<file path="src/rtl/multicycle_controller_pkg.sv">
// Shared types and encodings for the RV32I multicycle controller:
// FSM states, opcodes and datapath mux/ALU select codes.
package riscv_ctrl_pkg;

   typedef enum logic [3:0] {
      S_FETCH    = 4'd0,
      S_DECODE   = 4'd1,
      S_MEMADR   = 4'd2,
      S_MEMREAD  = 4'd3,
      S_MEMWB    = 4'd4,
      S_MEMWRITE = 4'd5,
      S_EXECR    = 4'd6,
      S_EXECI    = 4'd7,
      S_LUI      = 4'd8,
      S_ALUWB    = 4'd9,
      S_JAL      = 4'd10,
      S_BRANCH   = 4'd11,
      S_ILLEGAL  = 4'd12
   } state_t;

   localparam logic [6:0] OP_LOAD   = 7'b0000011;
   localparam logic [6:0] OP_STORE  = 7'b0100011;
   localparam logic [6:0] OP_RTYPE  = 7'b0110011;
   localparam logic [6:0] OP_ITYPE  = 7'b0010011;
   localparam logic [6:0] OP_BRANCH = 7'b1100011;
   localparam logic [6:0] OP_JAL    = 7'b1101111;
   localparam logic [6:0] OP_LUI    = 7'b0110111;

   localparam logic [1:0] ALUOP_ADD   = 2'b00;
   localparam logic [1:0] ALUOP_SUB   = 2'b01;
   localparam logic [1:0] ALUOP_FUNCT = 2'b10;

   localparam logic [2:0] ALUC_ADD = 3'b000;
   localparam logic [2:0] ALUC_SUB = 3'b001;
   localparam logic [2:0] ALUC_AND = 3'b010;
   localparam logic [2:0] ALUC_OR  = 3'b011;
   localparam logic [2:0] ALUC_SLT = 3'b101;

   localparam logic [1:0] RES_ALUOUT = 2'b00;
   localparam logic [1:0] RES_DATA   = 2'b01;
   localparam logic [1:0] RES_ALU    = 2'b10;

   localparam logic [1:0] SRCA_PC    = 2'b00;
   localparam logic [1:0] SRCA_OLDPC = 2'b01;
   localparam logic [1:0] SRCA_RS1   = 2'b10;
   localparam logic [1:0] SRCA_ZERO  = 2'b11;

   localparam logic [1:0] SRCB_RS2  = 2'b00;
   localparam logic [1:0] SRCB_IMM  = 2'b01;
   localparam logic [1:0] SRCB_FOUR = 2'b10;

   localparam logic [2:0] IMM_I = 3'b000;
   localparam logic [2:0] IMM_S = 3'b001;
   localparam logic [2:0] IMM_B = 3'b010;
   localparam logic [2:0] IMM_J = 3'b011;
   localparam logic [2:0] IMM_U = 3'b100;

   // fetch/branch flag the states whose strobes also depend on live inputs
   typedef struct packed {
      logic       fetch;
      logic       branch;
      logic       pcwrite;
      logic       adrsrc;
      logic       memwrite;
      logic       regwrite;
      logic       illegal;
      logic [1:0] resultsrc;
      logic [1:0] alusrca;
      logic [1:0] alusrcb;
      logic [1:0] alu_op;
   } moore_t;

endpackage

</file>
<file path="src/rtl/multicycle_controller_if.sv">
// Controller boundary: instruction fields and ALU flags in, datapath
// controls out. master = IR/datapath side, slave = controller.
interface multicycle_controller_if #(parameter int IMMSRC_W = 3);
   logic [6:0]          op;
   logic [2:0]          funct3;
   logic                funct7_5;
   logic                zero;
   logic                lt;
   logic                ltu;
   logic                mem_ready;
   logic                pcwrite;
   logic                adrsrc;
   logic                memwrite;
   logic                irwrite;
   logic                regwrite;
   logic [1:0]          resultsrc;
   logic [1:0]          alusrca;
   logic [1:0]          alusrcb;
   logic [IMMSRC_W-1:0] immsrc;
   logic [2:0]          alu_controls;
   logic                illegal;

   modport master (
      output op, funct3, funct7_5, zero, lt, ltu, mem_ready,
      input  pcwrite, adrsrc, memwrite, irwrite, regwrite, resultsrc,
             alusrca, alusrcb, immsrc, alu_controls, illegal
   );

   modport slave (
      input  op, funct3, funct7_5, zero, lt, ltu, mem_ready,
      output pcwrite, adrsrc, memwrite, irwrite, regwrite, resultsrc,
             alusrca, alusrcb, immsrc, alu_controls, illegal
   );
endinterface

</file>
<file path="src/rtl/multicycle_controller_aludec.sv">
// Combinational ALU operation decode from the FSM's alu_op and the
// instruction's funct fields.
module mc_aludec
   import riscv_ctrl_pkg::*;
(
   input  logic [1:0] alu_op,
   input  logic [2:0] funct3,
   input  logic       funct7_5,
   input  logic       op5,
   output logic [2:0] alu_controls
);

   // funct7_5 only selects sub for register-register ops (op5 set)
   always_comb begin
      alu_controls = ALUC_ADD;
      case (alu_op)
         ALUOP_ADD: alu_controls = ALUC_ADD;
         ALUOP_SUB: alu_controls = ALUC_SUB;
         ALUOP_FUNCT: begin
            case (funct3)
               3'b000: begin
                  if (funct7_5 && op5) begin
                     alu_controls = ALUC_SUB;
                  end else begin
                     alu_controls = ALUC_ADD;
                  end
               end
               3'b010:  alu_controls = ALUC_SLT;
               3'b110:  alu_controls = ALUC_OR;
               3'b111:  alu_controls = ALUC_AND;
               default: alu_controls = ALUC_ADD;
            endcase
         end
         default: alu_controls = ALUC_ADD;
      endcase
   end

endmodule

</file>
<file path="src/rtl/multicycle_controller.sv">
// Multicycle RV32I controller: Moore FSM sequencing a shared memory/ALU
// datapath, with memory wait states, full branch conditions and lui.
module multicycle_controller
   import riscv_ctrl_pkg::*;
#(
   parameter int FULL_BRANCH = 1,
   parameter int MEM_WAIT    = 1,
   parameter int IMMSRC_W    = 3
)
(
   input  logic                   clk,
   input  logic                   rst_n,
   multicycle_controller_if.slave bus
);

   state_t     state_r;
   state_t     state_n;
   moore_t     moore_r;
   logic       ready_s;
   logic       taken_s;
   logic       br_illegal_s;
   logic [2:0] imm_code_s;

   assign ready_s = (MEM_WAIT != 0) ? bus.mem_ready : 1'b1;

   function automatic moore_t moore_decode(input state_t s);
      moore_t m;
      m = '0;
      case (s)
         S_FETCH: begin
            m.fetch     = 1'b1;
            m.alusrca   = SRCA_PC;
            m.alusrcb   = SRCB_FOUR;
            m.resultsrc = RES_ALU;
         end
         S_DECODE: begin
            m.alusrca = SRCA_OLDPC;
            m.alusrcb = SRCB_IMM;
         end
         S_MEMADR: begin
            m.alusrca = SRCA_RS1;
            m.alusrcb = SRCB_IMM;
         end
         S_MEMREAD: m.adrsrc = 1'b1;
         S_MEMWB: begin
            m.resultsrc = RES_DATA;
            m.regwrite  = 1'b1;
         end
         S_MEMWRITE: begin
            m.adrsrc   = 1'b1;
            m.memwrite = 1'b1;
         end
         S_EXECR: begin
            m.alusrca = SRCA_RS1;
            m.alusrcb = SRCB_RS2;
            m.alu_op  = ALUOP_FUNCT;
         end
         S_EXECI: begin
            m.alusrca = SRCA_RS1;
            m.alusrcb = SRCB_IMM;
            m.alu_op  = ALUOP_FUNCT;
         end
         S_LUI: begin
            m.alusrca = SRCA_ZERO;
            m.alusrcb = SRCB_IMM;
         end
         S_ALUWB: begin
            m.resultsrc = RES_ALUOUT;
            m.regwrite  = 1'b1;
         end
         S_JAL: begin
            m.alusrca = SRCA_OLDPC;
            m.alusrcb = SRCB_FOUR;
            m.pcwrite = 1'b1;
         end
         S_BRANCH: begin
            m.branch  = 1'b1;
            m.alusrca = SRCA_RS1;
            m.alusrcb = SRCB_RS2;
            m.alu_op  = ALUOP_SUB;
         end
         S_ILLEGAL: m.illegal = 1'b1;
         default:   m = '0;
      endcase
      return m;
   endfunction

   // next-state selection
   always_comb begin
      state_n = S_FETCH;
      case (state_r)
         S_FETCH: begin
            if (ready_s) begin
               state_n = S_DECODE;
            end else begin
               state_n = S_FETCH;
            end
         end
         S_DECODE: begin
            case (bus.op)
               OP_LOAD, OP_STORE: state_n = S_MEMADR;
               OP_RTYPE:          state_n = S_EXECR;
               OP_ITYPE:          state_n = S_EXECI;
               OP_BRANCH:         state_n = S_BRANCH;
               OP_JAL:            state_n = S_JAL;
               OP_LUI:            state_n = S_LUI;
               default:           state_n = S_ILLEGAL;
            endcase
         end
         S_MEMADR: begin
            if (bus.op[5]) begin
               state_n = S_MEMWRITE;
            end else begin
               state_n = S_MEMREAD;
            end
         end
         S_MEMREAD: begin
            if (ready_s) begin
               state_n = S_MEMWB;
            end else begin
               state_n = S_MEMREAD;
            end
         end
         S_MEMWRITE: begin
            if (ready_s) begin
               state_n = S_FETCH;
            end else begin
               state_n = S_MEMWRITE;
            end
         end
         S_EXECR, S_EXECI, S_LUI, S_JAL: state_n = S_ALUWB;
         default:                        state_n = S_FETCH;
      endcase
   end

   // state register with Moore outputs pre-decoded from the next state
   always_ff @(posedge clk or negedge rst_n) begin
      if (!rst_n) begin
         state_r <= S_FETCH;
         moore_r <= moore_decode(S_FETCH);
      end else begin
         state_r <= state_n;
         moore_r <= moore_decode(state_n);
      end
   end

   // branch condition; funct3 010/011 are not valid branches
   always_comb begin
      taken_s      = 1'b0;
      br_illegal_s = 1'b0;
      if (FULL_BRANCH != 0) begin
         case (bus.funct3)
            3'b000:  taken_s = bus.zero;
            3'b001:  taken_s = !bus.zero;
            3'b100:  taken_s = bus.lt;
            3'b101:  taken_s = !bus.lt;
            3'b110:  taken_s = bus.ltu;
            3'b111:  taken_s = !bus.ltu;
            default: br_illegal_s = 1'b1;
         endcase
      end else begin
         taken_s = bus.zero ^ bus.funct3[0];
      end
   end

   // immediate format from opcode
   always_comb begin
      imm_code_s = IMM_I;
      case (bus.op)
         OP_STORE:  imm_code_s = IMM_S;
         OP_BRANCH: imm_code_s = IMM_B;
         OP_JAL:    imm_code_s = IMM_J;
         OP_LUI:    imm_code_s = IMM_U;
         default:   imm_code_s = IMM_I;
      endcase
   end

   mc_aludec u_aludec (
      .alu_op       (moore_r.alu_op),
      .funct3       (bus.funct3),
      .funct7_5     (bus.funct7_5),
      .op5          (bus.op[5]),
      .alu_controls (bus.alu_controls)
   );

   // strobes are gated by rst_n so none can fire while reset is held
   assign bus.pcwrite   = rst_n & ((moore_r.fetch & ready_s) | moore_r.pcwrite |
                                   (moore_r.branch & taken_s));
   assign bus.irwrite   = rst_n & moore_r.fetch & ready_s;
   assign bus.memwrite  = rst_n & moore_r.memwrite;
   assign bus.regwrite  = rst_n & moore_r.regwrite;
   assign bus.illegal   = rst_n & (moore_r.illegal | (moore_r.branch & br_illegal_s));
   assign bus.adrsrc    = moore_r.adrsrc;
   assign bus.resultsrc = moore_r.resultsrc;
   assign bus.alusrca   = moore_r.alusrca;
   assign bus.alusrcb   = moore_r.alusrcb;
   assign bus.immsrc    = IMMSRC_W'(imm_code_s);

endmodule

</file>
<file path="src/flat_wrapper.sv">
// flat-port wrapper written by rule: the top's interface ports become plain ports
module multicycle_controller_flat import riscv_ctrl_pkg::*;
#(
   parameter int FULL_BRANCH = 1,
   parameter int MEM_WAIT    = 1,
   parameter int IMMSRC_W    = 3
)
  (clk, rst_n, bus_op, bus_funct3, bus_funct7_5, bus_zero, bus_lt, bus_ltu, bus_mem_ready, bus_pcwrite, bus_adrsrc, bus_memwrite, bus_irwrite, bus_regwrite, bus_resultsrc, bus_alusrca, bus_alusrcb, bus_immsrc, bus_alu_controls, bus_illegal);
  multicycle_controller_if #(.IMMSRC_W(IMMSRC_W)) bus_i ();
  input  logic clk;
  input  logic rst_n;
  input wire logic [$bits(bus_i.op)-1:0] bus_op;
  input wire logic [$bits(bus_i.funct3)-1:0] bus_funct3;
  input wire logic [$bits(bus_i.funct7_5)-1:0] bus_funct7_5;
  input wire logic [$bits(bus_i.zero)-1:0] bus_zero;
  input wire logic [$bits(bus_i.lt)-1:0] bus_lt;
  input wire logic [$bits(bus_i.ltu)-1:0] bus_ltu;
  input wire logic [$bits(bus_i.mem_ready)-1:0] bus_mem_ready;
  output wire logic [$bits(bus_i.pcwrite)-1:0] bus_pcwrite;
  output wire logic [$bits(bus_i.adrsrc)-1:0] bus_adrsrc;
  output wire logic [$bits(bus_i.memwrite)-1:0] bus_memwrite;
  output wire logic [$bits(bus_i.irwrite)-1:0] bus_irwrite;
  output wire logic [$bits(bus_i.regwrite)-1:0] bus_regwrite;
  output wire logic [$bits(bus_i.resultsrc)-1:0] bus_resultsrc;
  output wire logic [$bits(bus_i.alusrca)-1:0] bus_alusrca;
  output wire logic [$bits(bus_i.alusrcb)-1:0] bus_alusrcb;
  output wire logic [$bits(bus_i.immsrc)-1:0] bus_immsrc;
  output wire logic [$bits(bus_i.alu_controls)-1:0] bus_alu_controls;
  output wire logic [$bits(bus_i.illegal)-1:0] bus_illegal;
  assign bus_i.op = bus_op;
  assign bus_i.funct3 = bus_funct3;
  assign bus_i.funct7_5 = bus_funct7_5;
  assign bus_i.zero = bus_zero;
  assign bus_i.lt = bus_lt;
  assign bus_i.ltu = bus_ltu;
  assign bus_i.mem_ready = bus_mem_ready;
  assign bus_pcwrite = bus_i.pcwrite;
  assign bus_adrsrc = bus_i.adrsrc;
  assign bus_memwrite = bus_i.memwrite;
  assign bus_irwrite = bus_i.irwrite;
  assign bus_regwrite = bus_i.regwrite;
  assign bus_resultsrc = bus_i.resultsrc;
  assign bus_alusrca = bus_i.alusrca;
  assign bus_alusrcb = bus_i.alusrcb;
  assign bus_immsrc = bus_i.immsrc;
  assign bus_alu_controls = bus_i.alu_controls;
  assign bus_illegal = bus_i.illegal;
  multicycle_controller #(.FULL_BRANCH(FULL_BRANCH), .MEM_WAIT(MEM_WAIT), .IMMSRC_W(IMMSRC_W)) u_core (.clk(clk), .rst_n(rst_n), .bus(bus_i));
endmodule
</file>
<file path="config.mk">
export PLATFORM = sky130hd
export DESIGN_NAME = multicycle_controller_flat
export DESIGN_NICKNAME = d
export VERILOG_FILES = /design/src/rtl/multicycle_controller_pkg.sv /design/src/rtl/multicycle_controller_if.sv /design/src/rtl/multicycle_controller_aludec.sv /design/src/rtl/multicycle_controller.sv /design/src/flat_wrapper.sv
export SDC_FILE = /design/constraint.sdc
export NUM_CORES = 1
export LEC_CHECK = 0
export BUFFER_PORTS_ARGS = -buffer_cell sky130_fd_sc_hd__buf_2
export CAP_MARGIN = 20
export CORE_MARGIN = 5
export CORE_UTILIZATION = 55
export CTS_BUF_LIST = sky130_fd_sc_hd__clkbuf_8
export CTS_CLUSTER_SIZE = 12
export DETAILED_ROUTE_END_ITERATION = 12
export PLACE_DENSITY = 0.82
export RECOVER_POWER = 100
export SETUP_SLACK_MARGIN = 0.15
export SYNTH_ARGS = -nofsm -noshare
export SYNTH_HDL_FRONTEND = slang
export SYNTH_SLANG_ARGS = --single-unit
</file>
<file path="constraint.sdc">
create_clock -name clk -period 3.7 [get_ports clk]
set_input_delay 0.555 -clock clk [delete_from_list [all_inputs] [get_ports clk]]
set_output_delay 0.555 -clock clk [all_outputs]
set_load 0.02 [all_outputs]
</file>
==> results by group, run 1 <==
Synthesis
  – Synth Area in Compound Gates: 20.0%
  – Adder-cell share of the synthesized area: approximately 2.2%
  – Async SR Flop Fraction: 100%
  – Synthesis Warnings: 0
  – FF+latch count, synth: 17
  – Post-synthesis mux area share: between 1.5 and 2%
  – Cell Area, Synth: roughly 1100 um2
  – Synth Area in XOR/XNOR: between 2 and 2.5%
  – Main combinational cell family by area after synthesis: simple AND/OR/NAND/NOR gates
  – Synth Net Count: around 140
  – Syn avg cell area: approximately 9.3 um2
  – Post-Synth Simple-Gate Area: around 26%
  – Number of synthesized flops with an enable pin: 0
  – Most used DFF post-synth: dfrtp_1
  – Count of mapped cells out of synthesis: around 120
  – Distinct cell type count after synthesis: 47
  – Register area share after synthesis: a little under two fifths

Critical path
  – Critical path's largest stage delay: roughly 0.55 ns
  – Worst setup endpoint: u_core.bus.alusrca[1]
  – WP data arrival: 2.64 ns
  – Crit Path Max Fanout: 8
  – Worst R2R Setup Slack: around 1.6 ns
  – WP data required: 3.81 ns
  – Worst path slowest cell: a2111oi_0
  – Reg2reg path depth: 6
  – Critical R2R Launch: u_core.state_r[0]
  – CP Class: in -> reg
  – Startpoint type of the worst setup path: input port
  – Worst-path cell chain: clkbuf_1 -> or3b_2 -> a2111oi_0 -> o221ai_1 -> nor3_1 -> o31ai_2
  – R2R Path End: u_core.bus.alusrcb[0]
  – Setup crit start: bus_op[5]
  – CP endpoint kind: register

CTS
  – Post-CTS Setup Bufs: 0
  – Reg clk slew, reported paths: ~0.060 ns
  – H-tree levels: 1
  – TritonCTS clock tree: done
  – CTS Root Cell: clkbuf_8
  – # clock sinks: 17
  – Hold bufs inserted after CTS: 0
  – Post-CTS Resized: 0
  – CTS Buf Count: 3
  – Worst skew pair latency: between 0.2 and 0.3 ns
  – Longest Clk Path Bufs: 2

Cells and area
  – NumNets Final: 170
  – Final cell count without fillers: approximately 180
  – Syn-to-layout area delta: 9.89%
  – Most frequent cells in the layout: clkbuf_1 (21), dfrtp_1 (15), buf_2 (13)
  – Most common cell after layout, fill and taps aside: clkbuf_1
  – Fill cell count: about 190
  – Share of cells above drive strength 1: 18.7%
  – Antenna Cells: 0

STA
  – Worst-margin pin slew: between 0.9 and 1 ns
  – Setup violations, final: 0
  – RSZ-0062 raised after global routing: false
  – Slew HR: ~34%
  – Fmax: approximately 0.40 GHz
  – Final slew viol count: 0
  – Final Hold Fails: 0
  – Final Skew: roughly 0.0033 ns
  – Fin crit share: between 60% and 70%
  – Tmin final: roughly 2.5 ns
  – Setup_tns: 0 ns

Detailed routing
  – Post-route ant nets: 0
  – Residual DRC: 0
  – Via density: between 5 and 6
  – Total wire length: between 2 and 3 mm
  – Vias: a little over 1000
  – 1st-pass router iterations: 4
  – Initial DRC count: 30
  – WL per Instance: between 10 and 15 um

Placement
  – DP HPWL: roughly 2.1 mm
  – Placer Congestion: between 0.8 and 0.9
  – Port Buf Inserts: 34
  – Dpl cells: 173

Floorplanning
  – Std cell rows: 16
  – Die X: roughly 56 um
  – CORE AREA: 1960 um2
  – I/O pins: 35
  – Die footprint: between 3000 and 4000 um2
  – Initial Utilization: around three fifths
  – Chip height: about 56 um

Hold path
  – Hold Path Class: in -> async

GRT
  – GRT overflow: 0
  – Vias in the first global route: slightly below 1000
  – GRT Total Usage: between 15 and 20%
  – Initial antenna violation count: 0
  – First-pass GRT wire length: ~4.5 mm
  – Largest net degree at the start of global routing: 23

Pwr
  – Power Total: 777 uW
  – Leakage: approximately 0.00055 uW
  – PwrDens: around 620 nW/um2
  – Worst IR Drop VDD: 0.297 mV

Flow run
  – Max-cap viol count: 0

Run status
  – Status: complete, no violations
## worst min path at each step
| stage | start | to | cells after the start | slack [ns] |
|---|---|---|---|---|
| 5_1_grt | rst_n | u_core.bus.resultsrc[0] | 1 | 0.55 |
| 3_3_place_gp | rst_n | u_core.moore_r[9] | 1 | 0.50 |
| 3_5_place_dp | rst_n | u_core.moore_r[9] | 1 | 0.52 |
| 6_report | rst_n | u_core.moore_r[9] | 1 | 0.45 |
| 4_1_cts | rst_n | u_core.moore_r[9] | 1 | 0.24 |
| 2_1_floorplan | rst_n | u_core.bus.adrsrc | 0 | 0.26 |
## stage by stage
step | util, % | area (um2) | hold WS (ns) | worst slack (ns)
final | 63.8 | 1250 | 0.446 | 1.17
after global routing | 63.8 | 1250 | 0.551 | 0.956
after CTS | 66.6 | 1310 | 0.244 | 1.48
after detailed placement | 64.3 | 1260 | 0.515 | 1.41
after global placement | 64.3 | 1260 | 0.501 | 1.52
after floorplan | - | 1140 | 0.259 | 1.69
## registers in the layout, indices dropped and copies added (netlist names)
signal and count:
u_core.moore_r 7, u_core.state_r 4, u_core.bus.alusrca 2, u_core.bus.alusrcb 2
u_core.bus.adrsrc 1, u_core.bus.resultsrc 1
## cell families after synthesis
kind of cell,after synthesis
xor+xnor,3
flops,17
compound gates,28
simple gates,50
fa+ha+maj,2
mux,2
buf+inv,20
## routing by layer
| layer | track usage, % | share of wire, % | vias up |
|---|---|---|---|
| met1 | 22.2 | 40 | 463 |
| met4 | 12.2 | 3.6 | 0 |
| met3 | 3.26 | 8.7 | 9 |
| met5 | 0 | 0 | - |
| met2 | 29.4 | 47 | 60 |
| li1 | - | - | 491 |
## final cells by class
class / instances / area [um2] / area share [%]
tap: 27 / 33.8 / 2.70
inverter: 10 / 37.5 / 3.00
clock inverter: 1 / 3.75 / 0.300
clock buffer: 3 / 41.3 / 3.30
multi-input combinational: 85 / 563 / 45.0
timing repair buffer: 34 / 144 / 11.5
sequential: 17 / 428 / 34.2
## worst max-delay path, delay by kind of cell
| kind | cells | cell delay, ns |
|---|---|---|
| AOI/OAI and AO/OA | 3 | 1.06 |
| buffers and inverters | 1 | 0.17 |
| and+or+nand+nor | 2 | 0.85 |
## cells in the mapped netlist, types with 3 or more instances
| cell | n | area [um2] |
|---|---|---|
| nor2b_1 | 3 | 18.8 |
| o21ai_0 | 6 | 30.0 |
| nor2_1 | 7 | 26.3 |
| a21oi_1 | 4 | 20.0 |
| inv_1 | 10 | 37.5 |
| and3_2 | 3 | 22.5 |
| nor3_1 | 4 | 20.0 |
| dfrtp_1 | 15 | 375 |
| nand2_1 | 7 | 26.3 |
| nand3_1 | 4 | 20.0 |
| buf_4 | 9 | 67.6 |
## power by group
group          internal, uW  leakage [uW]  total [uW]  switching, uW
sequential              243      0.000222         292           48.1
clock                  73.5     0.0000269         132           58.5
combinational           132      0.000303         353            221
No activity file was read; power rests on OpenSTA's default activity.
==> run 2, diff against run 1 <==
--- a/config.mk
+++ b/config.mk
@@ -5,14 +5,15 @@
 export SDC_FILE = /design/constraint.sdc
 export NUM_CORES = 1
 export LEC_CHECK = 0
+export ABC_AREA = 1
 export BUFFER_PORTS_ARGS = -buffer_cell sky130_fd_sc_hd__buf_2
 export CAP_MARGIN = 20
 export CORE_MARGIN = 5
-export CORE_UTILIZATION = 55
+export CORE_UTILIZATION = 53
 export CTS_BUF_LIST = sky130_fd_sc_hd__clkbuf_8
 export CTS_CLUSTER_SIZE = 12
 export DETAILED_ROUTE_END_ITERATION = 12
-export PLACE_DENSITY = 0.82
+export PLACE_DENSITY = 0.79
 export RECOVER_POWER = 100
 export SETUP_SLACK_MARGIN = 0.15
 export SYNTH_ARGS = -nofsm -noshare
==> constraint.sdc (replaced) <==
create_clock -name clk -period 2.5 [get_ports clk]
set_input_delay 0.375 -clock clk [delete_from_list [all_inputs] [get_ports clk]]
set_output_delay 0.375 -clock clk [all_outputs]
set_load 0.02 [all_outputs]
==> results by group, run 2 <==
Critical path
  – CP endpoint kind: output port
  – Crit Path Max Fanout: 16 (+8)
  – Worst R2R Setup Slack: 0.49 ns (-1.06 ns)
  – WP data required: 2.12 ns (-1.69 ns)
  – WP buf/inv: 5 (+4)
  – WP data arrival: 1.72 ns (-0.92 ns)
  – Worst-path cell chain: dlygate4sd3_1 -> clkbuf_1 -> buf_4 -> nand2_1 -> inv_1 -> buf_2
  – CP Class: in -> out
  – Critical path's largest stage delay: 0.52 ns (-0.03 ns)
  – Startpoint type of the worst setup path: input port
  – Worst path slowest cell: dlygate4sd3_1
  – Critical path's top delay family: buffers and inverters

Cells and area
  – Syn-to-layout area delta: 14.5%
  – Most flop-heavy register: u_core.moore_r
  – Most common cell after layout, fill and taps aside: nand2_1
  – Share of cells above drive strength 1: 22.6% (+3.9 points)
  – Biggest regs: u_core.moore_r: 7 flops, u_core.state_r: 4 flops
  – NumNets Final: 215 (+26%)
  – Fill cell count: 202 (+7.4%)
  – Antenna Cells: 0 (unchanged)
  – Most frequent cells in the layout: nand2_1 (31), inv_1 (25), nor2_1 (20)
  – Max reg flops: 7 (unchanged)

STA
  – RSZ-0062 raised after global routing: false
  – Final Hold Fails: 0 (unchanged)
  – Fmax: 0.478 GHz
  – Worst-margin pin slew: 0.482 ns (-0.514 ns)
  – Tmin final: about 2.1 ns
  – Slew HR: 67.7% (+34 points)
  – Final Skew: 0.00198 ns (-0.00132 ns)
  – Setup_tns: 0 ns (unchanged)
  – Fin crit share: a little over four fifths
  – Setup violations, final: 0 (unchanged)
  – Final slew viol count: 0 (unchanged)

Floorplanning
  – Std cell rows: 17 (+1)
  – Initial Utilization: 54.4% (-3.6 points)
  – Chip height: 57.0 um (+2.6%)
  – I/O pins: 35 (unchanged)
  – Die X: 57.0 um (+2.6%)
  – Die footprint: 3240 um2 (+5.3%)
  – CORE AREA: 2150 um2 (+9.5%)

Synthesis
  – Most numerous cell in the Yosys netlist: nand2_1
  – Synth top cells by count: nand2_1 (29), inv_1 (25), nor2_1 (17)
  – Register area share after synthesis: 36.6% (-0.97 points)
  – Syn avg cell area: 7.26 um2 (-22%)
  – Synth area leaders: dfrtp_1 (32%), nand2_1 (9.3%), inv_1 (8.0%)
  – Post-synthesis mux area share: 0.857% (-0.90 points)
  – Number of synthesized flops with an enable pin: 0 (unchanged)
  – Count of mapped cells out of synthesis: 161 (+32%)
  – Main combinational cell family by area after synthesis: simple AND/OR/NAND/NOR gates
  – Cell Area, Synth: 1170 um2 (+2.6%)
  – Synth Area in Compound Gates: 8.35% (-12 points)
  – Synth top area share: 32.1% (-0.85 points)
  – Synth Area in XOR/XNOR: 0.749% (-1.6 points)
  – Yosys top cell by area: dfrtp_1
  – Async SR Flop Fraction: 100% (unchanged)
  – Synth Net Count: 180 (+28%)
  – Synthesis Warnings: 0 (unchanged)
  – Distinct cell type count after synthesis: 26 (-45%)
  – Adder-cell share of the synthesized area: 2.14% (-0.056 points)
  – Post-Synth Simple-Gate Area: 36.8% (+11 points)
  – FF+latch count, synth: 17 (unchanged)
  – Most used DFF post-synth: dfrtp_1

CTS
  – CTS Root Cell: clkbuf_8
  – TritonCTS clock tree: done
  – Reg clk slew, reported paths: 0.07 ns (about the same)
  – # clock sinks: 17 (unchanged)
  – Worst skew pair latency: 0.26 ns (about the same)
  – Post-CTS Resized: 0 (unchanged)
  – Longest Clk Path Bufs: 2 (unchanged)
  – Hold bufs inserted after CTS: 1 (+1)
  – H-tree levels: 1 (unchanged)
  – CTS Buf Count: 3 (unchanged)
  – Post-CTS Setup Bufs: 0 (unchanged)

GRT
  – Largest net degree at the start of global routing: 17 (-26%)
  – Initial antenna violation count: 0 (unchanged)
  – GRT Total Usage: 18.2% (-0.15 points)
  – Vias in the first global route: 1171 (+18%)
  – First-pass GRT wire length: 4.71 mm (+4.6%)
  – GRT overflow: 0 (unchanged)

Detailed routing
  – WL per Instance: 12.4 um (-17%)
  – Total wire length: 2.76 mm (+4.1%)
  – Residual DRC: 0 (unchanged)
  – Initial DRC count: 58 (+93%)
  – Vias: 1149 (+12%)
  – Post-route ant nets: 0 (unchanged)
  – 1st-pass router iterations: 4 (unchanged)
  – Via density: 5.15 (-11%)

Pwr
  – Leakage: 0.000755 uW (+37%)
  – Worst IR Drop VDD: 0.538 mV (+81%)
  – Power Total: 1200 uW (+54%)
  – PwrDens: 895 nW/um2 (+44%)

Flow run
  – Max-cap viol count: 0 (unchanged)

Placement
  – DP HPWL: 2.19 mm (+6.6%)
  – Port Buf Inserts: 34 (unchanged)
  – Placer Congestion: 0.933 (+7.9%)

Hold path
  – Hold Path Class: in -> reg

Run status
  – Status: complete, no violations
run 2: cell types whose count changed in the layout (fill, tap and decap cells not counted), moves of 7 or more:
cell     delta
inv_2       +7
nor2_1     +13
nand3_1    +11
nand2_2     +7
nand2_1    +24
inv_1      +14
run 2: metal layers:
layer / up-vias / wire [um] / global-route usage (%)
met1: 533 / 1090 / 19.4
met5: - / 0 / 0
met2: 46 / 1400 / 34.1
li1: 564 / - / -
met3: 6 / 203 / 4.30
met4: 0 / 66 / 6.95
run 2: worst paths after layout:
path / cells past startpoint / end / startpoint
hold reg to reg: 2 / u_core.bus.resultsrc[0] / u_core.state_r[0]
max in group asynchronous: 3 / u_core.moore_r[14] / rst_n
min in group asynchronous: 2 / u_core.bus.resultsrc[0] / rst_n
setup reg to reg: 10 / u_core.bus.alusrca[1] / u_core.state_r[3]
setup / recovery: 6 / bus_memwrite / rst_n
hold / removal: 3 / u_core.bus.alusrcb[0] / bus_mem_ready
run 2: kinds of logic (layout without fill, tap and decap cells):
group,Yosys count,count (layout)
and+or+nand+nor,84,84
DFF,17,17
AOI/OAI and AO/OA,17,17
xor gates and xnor gates,1,1
muxes,1,1
buffers and inverters,39,73
adders and majority gates,2,2
run 2: power by group:
group	leakage [uW]	switching (uW)	total, uW	internal, uW
logic	0.000508	407	574	167
registers	0.000222	41.4	413	372
clock network	0.0000255	99.3	210	111
run 2: through the flow:
stage	worst slack, ns	utilization [%]	area (um2)	hold slack [ns]	std cells
3_3_place_gp	0.919	62.2	1340	0.195	218
5_1_grt	0.234	62.3	1340	0.502	223
6_report	0.406	62.3	1340	0.484	223
2_1_floorplan	0.719	-	1170	0.0794	161
4_1_cts	0.503	64.8	1390	0.457	223
3_5_place_dp	0.822	62.2	1340	0.197	218
run 2: worst reg2reg max path, stage by stage, from the launching register on:
cell	delay, ns
dfrtp_1	0.41
nor2_1	0.35
nand2_2	0.08
nor2_1	0.40
nand2_2	0.13
nand2_4	0.13
nor2_2	0.06
nand4_1	0.10
nand2_1	0.06
nor2_1	0.12
nand2_1	0.06
run 2: layout make-up:
class	instances	area [um2]	area share (%)
clock buffers	3	41.3	3.09
flip-flops and latches	17	428	32.0
clock inverters	1	5.00	0.374
inverters	33	124	9.26
repair buffers	36	165	12.3
multi-input cells	105	539	40.3
well taps	28	35.0	2.62
